$ cat src/rtl/imem_loader_if.sv
// Byte-stream and instruction-memory write bus of the boot loader.
// The slave modport is the loader side; the master modport is the byte source / memory side.
interface imem_loader_if;
  logic        byte_valid;
  logic [7:0]  byte_data;
  logic        byte_ready;
  logic        mem_we;
  logic [15:0] mem_addr;
  logic [15:0] mem_wdata;

  modport master (
    output byte_valid, byte_data,
    input  byte_ready, mem_we, mem_addr, mem_wdata
  );

  modport slave (
    input  byte_valid, byte_data,
    output byte_ready, mem_we, mem_addr, mem_wdata
  );
endinterface

$ cat src/rtl/imem_loader.sv
// Boot-time instruction-memory writer: packs streamed byte pairs (high byte first) into
// 16-bit words, writes them from address 0 upward, then verifies a trailing 16-bit checksum.
module imem_loader #(
  parameter int unsigned ADDR_W = 6
) (
  input  logic              clock,
  input  logic              r_st_n,
  input  logic              start,
  input  logic [ADDR_W:0]   word_count,
  imem_loader_if.slave      bus,
  output logic              cpu_hold,
  output logic              busy,
  output logic              done,
  output logic              err,
  output logic [15:0]       checksum
);

  localparam logic [ADDR_W:0] DEPTH_W = {1'b1, {ADDR_W{1'b0}}};
  localparam logic [ADDR_W:0] ONE_W   = {{ADDR_W{1'b0}}, 1'b1};

  typedef enum logic [2:0] {
    S_IDLE, S_HI, S_LO, S_WRITE, S_CK_HI, S_CK_LO, S_CHECK
  } state_t;

  state_t          state_q, state_d;
  logic [ADDR_W:0] cnt_q, cnt_d;
  logic [ADDR_W:0] wc_q, wc_d;
  logic [7:0]      hi_q, hi_d;
  logic [15:0]     ck_exp_q, ck_exp_d;
  logic [15:0]     sum_q, sum_d;
  logic            done_q, done_d;
  logic            err_q, err_d;
  logic            mem_we_q, mem_we_d;
  logic [15:0]     addr_q, addr_d;
  logic [15:0]     wdata_q, wdata_d;
  logic            ready_q, ready_d;
  logic            busy_q, busy_d;

  logic            xfer;
  logic            count_legal;
  logic [ADDR_W:0] cnt_inc;

  assign xfer        = bus.byte_valid & ready_q;
  assign count_legal = (word_count != '0) && (word_count <= DEPTH_W);
  assign cnt_inc     = cnt_q + ONE_W;

  always_comb begin
    state_d  = state_q;
    cnt_d    = cnt_q;
    wc_d     = wc_q;
    hi_d     = hi_q;
    ck_exp_d = ck_exp_q;
    sum_d    = sum_q;
    done_d   = done_q;
    err_d    = err_q;
    mem_we_d = 1'b0;
    addr_d   = addr_q;
    wdata_d  = wdata_q;

    case (state_q)
      S_IDLE: begin
        if (start) begin
          if (count_legal) begin
            wc_d    = word_count;
            cnt_d   = '0;
            sum_d   = '0;
            done_d  = 1'b0;
            err_d   = 1'b0;
            state_d = S_HI;
          end else begin
            done_d = 1'b1;
            err_d  = 1'b1;
          end
        end
      end
      S_HI: begin
        if (xfer) begin
          hi_d    = bus.byte_data;
          state_d = S_LO;
        end
      end
      // Write strobe, address and data are registered on entry to WRITE so they
      // are all stable for the whole strobe cycle.
      S_LO: begin
        if (xfer) begin
          wdata_d  = {hi_q, bus.byte_data};
          addr_d   = {{(16-ADDR_W){1'b0}}, cnt_q[ADDR_W-1:0]};
          mem_we_d = 1'b1;
          state_d  = S_WRITE;
        end
      end
      S_WRITE: begin
        sum_d   = sum_q + wdata_q;
        cnt_d   = cnt_inc;
        state_d = (cnt_inc == wc_q) ? S_CK_HI : S_HI;
      end
      S_CK_HI: begin
        if (xfer) begin
          ck_exp_d[15:8] = bus.byte_data;
          state_d        = S_CK_LO;
        end
      end
      S_CK_LO: begin
        if (xfer) begin
          ck_exp_d[7:0] = bus.byte_data;
          state_d       = S_CHECK;
        end
      end
      S_CHECK: begin
        done_d  = 1'b1;
        err_d   = (ck_exp_q != sum_q);
        state_d = S_IDLE;
      end
      default: state_d = S_IDLE;
    endcase

    ready_d = (state_d == S_HI) || (state_d == S_LO) ||
              (state_d == S_CK_HI) || (state_d == S_CK_LO);
    busy_d  = (state_d != S_IDLE);
  end

  always_ff @(posedge clock or negedge r_st_n) begin
    if (!r_st_n) begin
      state_q  <= S_IDLE;
      cnt_q    <= '0;
      wc_q     <= '0;
      hi_q     <= '0;
      ck_exp_q <= '0;
      sum_q    <= '0;
      done_q   <= 1'b0;
      err_q    <= 1'b0;
      mem_we_q <= 1'b0;
      addr_q   <= '0;
      wdata_q  <= '0;
      ready_q  <= 1'b0;
      busy_q   <= 1'b0;
    end else begin
      state_q  <= state_d;
      cnt_q    <= cnt_d;
      wc_q     <= wc_d;
      hi_q     <= hi_d;
      ck_exp_q <= ck_exp_d;
      sum_q    <= sum_d;
      done_q   <= done_d;
      err_q    <= err_d;
      mem_we_q <= mem_we_d;
      addr_q   <= addr_d;
      wdata_q  <= wdata_d;
      ready_q  <= ready_d;
      busy_q   <= busy_d;
    end
  end

  assign bus.byte_ready = ready_q;
  assign bus.mem_we     = mem_we_q;
  assign bus.mem_addr   = addr_q;
  assign bus.mem_wdata  = wdata_q;
  assign busy           = busy_q;
  assign cpu_hold       = busy_q;
  assign done           = done_q;
  assign err            = err_q;
  assign checksum       = sum_q;

endmodule
$ cat src/flat_wrapper.sv
// flat-port wrapper written by rule: the top's interface ports become plain ports
module imem_loader_flat 
#(
  parameter int unsigned ADDR_W = 6
)
  (clock, r_st_n, start, word_count, cpu_hold, busy, done, err, checksum, bus_byte_valid, bus_byte_data, bus_byte_ready, bus_mem_we, bus_mem_addr, bus_mem_wdata);
  imem_loader_if bus_i ();
  input  logic clock;
  input  logic r_st_n;
  input  logic start;
  input  logic [ADDR_W:0] word_count;
  output logic cpu_hold;
  output logic busy;
  output logic done;
  output logic err;
  output logic [15:0] checksum;
  input wire logic [$bits(bus_i.byte_valid)-1:0] bus_byte_valid;
  input wire logic [$bits(bus_i.byte_data)-1:0] bus_byte_data;
  output wire logic [$bits(bus_i.byte_ready)-1:0] bus_byte_ready;
  output wire logic [$bits(bus_i.mem_we)-1:0] bus_mem_we;
  output wire logic [$bits(bus_i.mem_addr)-1:0] bus_mem_addr;
  output wire logic [$bits(bus_i.mem_wdata)-1:0] bus_mem_wdata;
  assign bus_i.byte_valid = bus_byte_valid;
  assign bus_i.byte_data = bus_byte_data;
  assign bus_byte_ready = bus_i.byte_ready;
  assign bus_mem_we = bus_i.mem_we;
  assign bus_mem_addr = bus_i.mem_addr;
  assign bus_mem_wdata = bus_i.mem_wdata;
  imem_loader #(.ADDR_W(ADDR_W)) u_core (.clock(clock), .r_st_n(r_st_n), .start(start), .word_count(word_count), .bus(bus_i), .cpu_hold(cpu_hold), .busy(busy), .done(done), .err(err), .checksum(checksum));
endmodule
$ cat config.mk
export PLATFORM = sky130hd
export DESIGN_NAME = imem_loader_flat
export DESIGN_NICKNAME = d
export VERILOG_FILES = /design/src/rtl/imem_loader_if.sv /design/src/rtl/imem_loader.sv /design/src/flat_wrapper.sv
export SDC_FILE = /design/constraint.sdc
export NUM_CORES = 1
export LEC_CHECK = 0
export CAP_MARGIN = 20
export CORE_UTILIZATION = 40
export DETAILED_ROUTE_END_ITERATION = 16
export PLACE_DENSITY = 0.65
export SYNTH_ARGS = -nofsm -noshare
export SYNTH_HDL_FRONTEND = slang
export SYNTH_SLANG_ARGS = --single-unit
$ cat constraint.sdc
create_clock -name clock -period 2.12 [get_ports clock]
set_input_delay 0.212 -clock clock [delete_from_list [all_inputs] [get_ports clock]]
set_output_delay 0.212 -clock clock [all_outputs]
set_load 0.01 [all_outputs]
==> reports/metrics.yaml, run 1 <==
floorplanning:
  initial_utilization_pct: 41.71
  io-pin-count: 73
  die_height_um: 106.2
  placementRows: 37
  core_area_um2: 10420
  die-width_um: 106.2
  die_area_um2: 11280
critical_path:
  critical_path_cell_count: 9
  setup.worst_path.end: "u_core.checksum[14]"
  crit_path_frequent_cell: "a21o_1"
  timing.critical_path.from_type: "flop"
  crit_chain: "ha_4, fa_2, a21o_1, a21o_1, a211oi_2, o21ai_2, nor3_2, mux2i_1, o21ai_1"
  cpMaxStageDelayCell: "dfrtp_1"
  cp_max_fo: 2
  worst_setup_path_end_kind: "flop"
  timing.rr.start: "u_core.bus.mem_wdata[0]"
  critPathTopFamily: "compound AO/OA/AOI/OAI gates"
  timing.reg2reg.setup_slack_ps: -170
  critPathArrivalTime_ps: 2510
  worst-setup-path-type: "reg2reg"
  r2r_end: "u_core.checksum[14]"
  cp_data_required_time_ps: 2340
  timing.critical_path.from: "u_core.bus.mem_wdata[0]"
  critPathBufInv: 0
  ff2ff_path_depth: 9
  critical_path.max_stage_delay_ps: 420
routing:
  route.antenna.remaining_nets: 0
  vias_per_cell: 5.127
  detail_route.drc_violations: 0
  via_count: 3225
  drtPass1Iterations: 4
  initial_drt_markers: 123
  drt_wl_total_um: 10510
  wl_per_cell_um: 16.71
timing:
  setup_violations: 5
  timing.final.crit_period_ps: 2286
  max_slew_margin_pct: 50.59
  tightestPinTransition_ps: 735.9
  final_hold_viol_count: 0
  maxSlewViolCount: 0
  worst_hold_slack_ps: 387.4
  setup_slack_ps: -165.8
  timing.fmax_mhz: 437.5
  min_period_over_period_pct: 107.8
  grt_setup_unrepaired: "true"
  finClkSkew_ps: 13.51
clock_tree:
  clock_sink_count: 84
  insertion_delay_ps: 350
  clock_tree_from_tritoncts: "yes"
  cts_root_buf: "clkbuf_8"
  htree_num_levels: 3
  cts.path.max_buffers: 2
  numCtsBuffers: 9
  clkTransAtPathRegs_ps: 90
final_layout:
  flow.area_growth_from_synthesis_pct: 31.54
  antennaDiodeCount: 0
  instances_no_fill: 629
  layout_nets: 525
  post_route_cells_drive_above_1_share_pct: 28.40
power_and_ir_drop:
  total_leakage_power_uw: 0.002592
  vdd.ir_drop.worst_mv: 0.7885
  power.density_cell_area_nw_per_um2: 1478
run_status:
  status: "finished, violations left"
  violations: "negative setup slack"
yosys:
  async_reset_ff_share_pct: 100.0
  yosysUniqueCellTypes: 54
  yosys-mux-area-fraction_pct: 14.17
  synth.yosys.warnings: 0
  syn_inst: 374
  ys_ff_latch: 84
  synth_top_family_by_area: "multiplexers"
  synth.cell_area_um2: 4344
  synth.yosys.seq_area_share_pct: 48.39
  synth_xor_area_share_pct: 8.468
  synth_ff_type: "dfrtp_1"
  post_synth_fa_ha_maj_area_fraction_pct: 5.069
  synth_edf_count: 0
  synthesized_area_per_cell_um2: 11.62
  post_synthesis_simple_gate_area_fraction_pct: 9.015
  synth_compound_gate_area_share_pct: 11.00
worst_hold_path:
  holdCritPathClass: "in2async"
global_route:
  grt_overflow: 0
  grt_first_pass_wirelength_um: 16770
  grt_antenna_before_repair: 0
  grt_pass1_vias: 3291
  grt_use_total_pct: 19.43
  grt_start_max_net_pins: 40
placement:
  placement.io_buffers: 62
  post-place-cells: 608
  globalplace.congestion: 0.7949
  hpwlAfterDp_um: 7304
run:
  drv.max_cap_violation_count: 0
## worst reg2reg max path, delay by kind of cell, from the launching register on
kind                       cells  cell delay (ps)
AOI/OAI and AO/OA              5              780
adders and majority gates      2              530
DFF                            1              420
muxes                          1              220
and+or+nand+nor                1              210
## sequential cells by signal, indices dropped and copies added, names as in the netlist
register               count
u_core.state_q             3
u_core.done                1
u_core.err                 1
u_core.hi_q                8
u_core.bus.mem_wdata      16
u_core.cnt_q               7
u_core.ck_exp_q           16
u_core.bus.byte_ready      1
u_core.bus.mem_addr        6
u_core.bus.mem_we          1
u_core.wc_q                7
u_core.checksum           16
u_core.busy                1
## repair_timing
action | 4_1_cts | 5_1_grt
endpoints found under the setup margin | 7 | 16
gates cloned | 1 | 0
hold buffers | 1 | 0
setup buffers | 2 | 2
gates resized for setup | 8 | 3
pin swaps | 4 | 7
hold endpoints to repair | 36 | 0
## cells by family after synthesis
group	count (synthesis)
and+or+nand+nor	74
other	1
adders and majority gates	17
AOI/OAI and AO/OA	75
muxes	55
xor gates and xnor gates	42
DFF	84
buffers and inverters	26
## worst min-delay path by stage
stage	cells after the start	endpoint	slack (ps)	from
after detailed placement	1	u_core.bus.mem_we	230	r_st_n
after global placement	1	u_core.busy	230	r_st_n
after global routing	2	u_core.bus.mem_we	400	r_st_n
after floorplan	0	u_core.bus.byte_ready	-80	r_st_n
after CTS	2	u_core.bus.mem_we	390	r_st_n
final	2	u_core.bus.mem_we	390	r_st_n
## metal layers
metal	global-route usage [%]	vias up	wire length, µm
met5	0	-	0
li1	-	1539	-
met1	26.06	1595	4911
met2	31.68	81	5007
met3	4.231	10	456
met4	5.258	0	136
## cell type report
type / count / area, µm²
inverter: 6 / 22.52
fill: 921 / 4702
tap: 136 / 170.2
multi-input combinational: 274 / 2191
sequential: 84 / 2102
clock buffer: 10 / 127.6
timing repair buffer: 114 / 1023
clock inverter: 5 / 77.57
## Yosys cell counts (2+ instances only)
| cell | number | area share [%] |
|---|---|---|
| a21o_1 | 6 | 1.0 |
| a21oi_1 | 18 | 2.1 |
| a22o_1 | 3 | 0.60 |
| and3_1 | 3 | 0.43 |
| buf_2 | 3 | 0.35 |
| buf_4 | 11 | 1.9 |
| buf_6 | 3 | 0.78 |
| clkbuf_1 | 2 | 0.17 |
| dfrtp_1 | 84 | 48 |
| ha_1 | 16 | 4.6 |
| inv_1 | 6 | 0.52 |
| mux2_2 | 52 | 13 |
| mux2i_1 | 3 | 0.69 |
| nand2_1 | 27 | 2.3 |
| nand2b_1 | 3 | 0.43 |
| nand3_1 | 5 | 0.58 |
| nand4_1 | 6 | 0.86 |
| nor2_1 | 8 | 0.69 |
| nor2b_1 | 2 | 0.29 |
| nor3_1 | 4 | 0.46 |
| nor3_2 | 2 | 0.46 |
| nor3b_1 | 2 | 0.35 |
| nor4_1 | 2 | 0.29 |
| o211ai_1 | 3 | 0.52 |
| o21a_1 | 2 | 0.35 |
| o21ai_0 | 26 | 3.0 |
| o21ai_1 | 2 | 0.23 |
| or2_2 | 2 | 0.29 |
| or3_1 | 3 | 0.43 |
| xnor2_1 | 29 | 5.8 |
| xor2_1 | 13 | 2.6 |
## metrics by stage
step                      util [%]  setup slack, ps  setup TNS [ps]  cell area [µm²]  power (µW)
final                        54.86           -165.8          -618.2             5714        8446
after global routing         54.86           -317.0           -1491             5714        9025
after CTS                    54.58           -177.0          -746.3             5685        8446
after detailed placement     51.89           -370.1           -8487             5405        7065
after global placement       51.89           -350.8           -6857             5405        6968
after floorplan                  -           -120.8          -176.7             4388        5208
## power by group
| group | switching [µW] | internal [µW] |
|---|---|---|
| sequential | 484 | 2240 |
| combinational | 2040 | 2460 |
| clock | 566 | 654 |
## cell usage in the layout (no fill, tap or decap), types with 8 or more instances in the layout
cell	netlist	final
nor2_1	8	8
mux2_2	52	52
nand2_1	27	27
clkbuf_8	0	9
buf_4	11	51
clkdlybuf4s50_1	0	61
o21ai_0	26	25
conb_1	1	10
ha_1	16	15
xor2_1	13	13
xnor2_1	29	28
a21oi_1	18	16
dfrtp_1	84	84
Note: power is estimated with default switching activity, not from simulation.
==> inputs of run 2 (changes only) <==
- ABC_AREA: unset -> 1
- PLACE_DENSITY: 0.65 -> unset
- clock period: 2.12 -> 2.32 ns (I/O delays scaled with it)
==> reports/metrics.yaml, run 2 <==
power_and_ir_drop:
  power.density_cell_area_nw_per_um2: 1089  # -26%
  vdd.ir_drop.worst_mv: 0.4797  # -39%
  total_leakage_power_uw: 0.002630  # +1.5%
  overall_power_after_layout_uw: 5911  # -30%
yosys:
  yosys-mux-area-fraction_pct: 1.014  # -13 points
  synthesized_area_per_cell_um2: 8.137  # -30%
  post-synth-top-count-cell: "nand2_1"
  syn_inst: 546  # +46%
  async_reset_ff_share_pct: 100.0  # unchanged
  synth_compound_gate_area_share_pct: 12.64  # +1.6 points
  synth_area_leaders: "dfrtp_1 47%, nand2_1 13%, o21ai_0 6.3%"
  synth_xor_area_share_pct: 2.366  # -6.1 points
  post_synthesis_simple_gate_area_fraction_pct: 23.15  # +14 points
  synth.largest_area_cell: "dfrtp_1"
  synth_edf_count: 0  # unchanged
  post_synth_fa_ha_maj_area_fraction_pct: 4.956  # -0.11 points
  synth_ff_type: "dfrtp_1"
  ys_ff_latch: 84  # unchanged
  synth.cell_area_um2: 4443  # +2.3%
  synth.top_cell.area_share_pct: 47.31  # -1.1 points
  synth.yosys.seq_area_share_pct: 47.31  # -1.1 points
  post_synth_most_frequent_cells: "148 x nand2_1, 84 x dfrtp_1, 60 x inv_1"
  yosysUniqueCellTypes: 35  # -35%
  synth_top_family_by_area: "simple AND/OR/NAND/NOR gates"
  synth.yosys.warnings: 0  # unchanged
timing:
  timing.fmax_mhz: 467.2  # +6.8%
  finClkSkew_ps: 10.06  # -3.450 ps
  fin_setup_tns_ps: 0  # +618.2 ps
  max_slew_margin_pct: 54.75  # +4.2 points
  setup_violations: 0  # -5
  tightestPinTransition_ps: 677.7  # -58.18 ps
  timing.final.crit_period_ps: 2140  # -145.5 ps
  final_hold_viol_count: 0  # unchanged
  maxSlewViolCount: 0  # unchanged
  grt_setup_unrepaired: "false"
  min_period_over_period_pct: 92.25  # -16 points
  worst_hold_slack_ps: 357.2  # -30.19 ps
final_layout:
  most_used_cells_in_the_layout_excluding_fill_and_tap_cells: "148 x nand2_1, 84 x dfrtp_1, 61 x clkdlybuf4s50_1"
  antennaDiodeCount: 0  # unchanged
  post_route_cells_drive_above_1_share_pct: 8.828  # -20 points
  fillers: 1066  # +16%
  flow.area_growth_from_synthesis_pct: 22.11
  mostFrequentLayoutCell: "nand2_1"
  final_util_pct: 50.05  # -4.8 points
  layout_nets: 654  # +25%
routing:
  detail_route.drc_violations: 0  # unchanged
  drtPass1Iterations: 4  # unchanged
  route.antenna.remaining_nets: 0  # unchanged
  vias_per_cell: 4.952  # -3.4%
  via_count: 3778  # +17%
  wl_per_cell_um: 14.04  # -16%
  initial_drt_markers: 186  # +51%
  drt_wl_total_um: 10720  # +1.9%
floorplanning:
  io-pin-count: 73  # unchanged
  die_height_um: 107.4  # +1.1%
  die-width_um: 107.4  # +1.1%
  die_area_um2: 11530  # +2.2%
  core_area_um2: 10840  # +4.1%
  placementRows: 38  # +2.7%
  initial_utilization_pct: 40.99  # -0.72 points
placement:
  globalplace.congestion: 0.8470  # +6.6%
  placement.io_buffers: 62  # unchanged
  hpwlAfterDp_um: 8088  # +11%
critical_path:
  timing.rr.start: "u_core.checksum[0]"
  ff2ff_path_depth: 9  # unchanged
  crit_chain: "ha_1, fa_1, nand2_1, nand3_1, o21ai_0, o21ai_0, a21o_1, o21ai_0, nand2_1"
  crit_path_frequent_cell: "o21ai_0"
  cp_data_required_time_ps: 2580  # +240 ps
  critPathArrivalTime_ps: 2400  # -110 ps
  timing.critical_path.from_type: "flop"
  critical_path.max_stage_delay_ps: 430  # about the same
  worst-setup-path-type: "reg2reg"
  cp_max_fo: 4  # +2
  worst_setup_path_end_kind: "flop"
  timing.critical_path.from: "u_core.checksum[0]"
  cpMaxStageDelayCell: "dfrtp_1"
run_status:
  status: "complete, no violations"
global_route:
  grt_overflow: 0  # unchanged
  grt_use_total_pct: 20.30  # +0.87 points
  grt_start_max_net_pins: 41  # +2.5%
  grt_pass1_vias: 3666  # +11%
  grt_antenna_before_repair: 0  # unchanged
  grt_first_pass_wirelength_um: 17850  # +6.5%
run:
  drv.max_cap_violation_count: 0  # unchanged
clock_tree:
  numCtsBuffers: 9  # unchanged
  cts.path.max_buffers: 2  # unchanged
  clock_sink_count: 84  # unchanged
  cts_post_setup_buffers_inserted: 0  # -2
  clock_tree_from_tritoncts: "yes"
  cts.repair.resized: 0  # -8
  insertion_delay_ps: 370  # +20 ps
  htree_num_levels: 3  # unchanged
  cts_root_buf: "clkbuf_8"
  clkTransAtPathRegs_ps: 90  # about the same
worst_hold_path:
  holdCritPathClass: "in2async"
-- run 2: changes by cell type in the layout (fill, tap and decap cells not counted), moves of 8 or more --
cell / delta
xnor2_1: -22
buf_4: -42
nand2_1: +121
o21ai_1: +13
o21ai_0: +31
mux2_2: -52
nand3_1: +27
nor2_1: +15
inv_1: +54
inv_2: +8
-- run 2: repair_timing --
action / CTS / global route
hold endpoints to repair: 30 / 0
hold buffers: 1 / 0
endpoints found under the setup margin: 0 / 0
-- run 2: metrics by stage --
| stage | setup WS [ps] | instances | instance area (µm²) |
|---|---|---|---|
| after floorplan | 400.8 | 555 | 4477 |
| after global placement | 256.7 | 746 | 5229 |
| after detailed placement | 207.2 | 746 | 5229 |
| after CTS | 182.1 | 763 | 5425 |
| after global routing | 9.393 | 763 | 5425 |
| final | 179.7 | 763 | 5425 |
-- run 2: path summary, 6_finish.rpt --
| kind | endpoint | slack (ps) |
|---|---|---|
| worst max-delay path | u_core.checksum[10] | 180 |
| worst min-delay path | u_core.bus.mem_wdata[3] | 360 |
| worst max register to register | u_core.checksum[10] | 180 |
| worst min register to register | u_core.bus.mem_wdata[14] | 480 |
| max in group asynchronous | u_core.bus.mem_wdata[11] | 1380 |
| min in group clock | u_core.wc_q[2] | 460 |
-- run 2: worst max-delay path, delay by kind of cell, from the launching register on --
kind / cells / cell delay, ps
AO/OA/AOI/OAI: 4 / 720
AND/OR/NAND/NOR: 3 / 250
adder cells (fa/ha/maj): 2 / 620
flip-flops: 1 / 430
-- run 2: layer usage --
metal	global-route usage [%]	part of all wire (%)
met1	25.29	45
met4	7.436	2.4
met5	0	0
met3	4.479	5.0
met2	34.47	48
-- run 2: power by group --
part	internal, µW	leakage, µW	switching [µW]
Clock	427	0.0000904	571
Sequential	1940	0.00107	423
Combinational	1170	0.00147	1370
-- run 2: kinds of logic (layout without fill, tap and decap cells) --
group / count (synthesis) / in the layout
simple gates: 235 / 235
fa+ha+maj: 17 / 17
flops: 84 / 84
other cells: 1 / 10
xor+xnor: 12 / 12
compound gates: 105 / 105
mux: 4 / 4
buf+inv: 88 / 156
-- run 2: layout make-up --
type | count | area [µm²] | share of cell area, %
Sequential cell | 84 | 2102 | 38.75
Multi-Input combinational cell | 383 | 1998 | 36.83
Timing Repair Buffer | 72 | 708.2 | 13.05
Inverter | 68 | 255.2 | 4.705
Tap cell | 140 | 175.2 | 3.229
Clock buffer | 10 | 137.6 | 2.537
Clock inverter | 6 | 48.80 | 0.8994
==> inputs of run 3 (changes only) <==
- HOLD_SLACK_MARGIN: unset -> 0.02
==> results of run 3 <==
Final layout, timing and power as in run 2 (identical DEF).
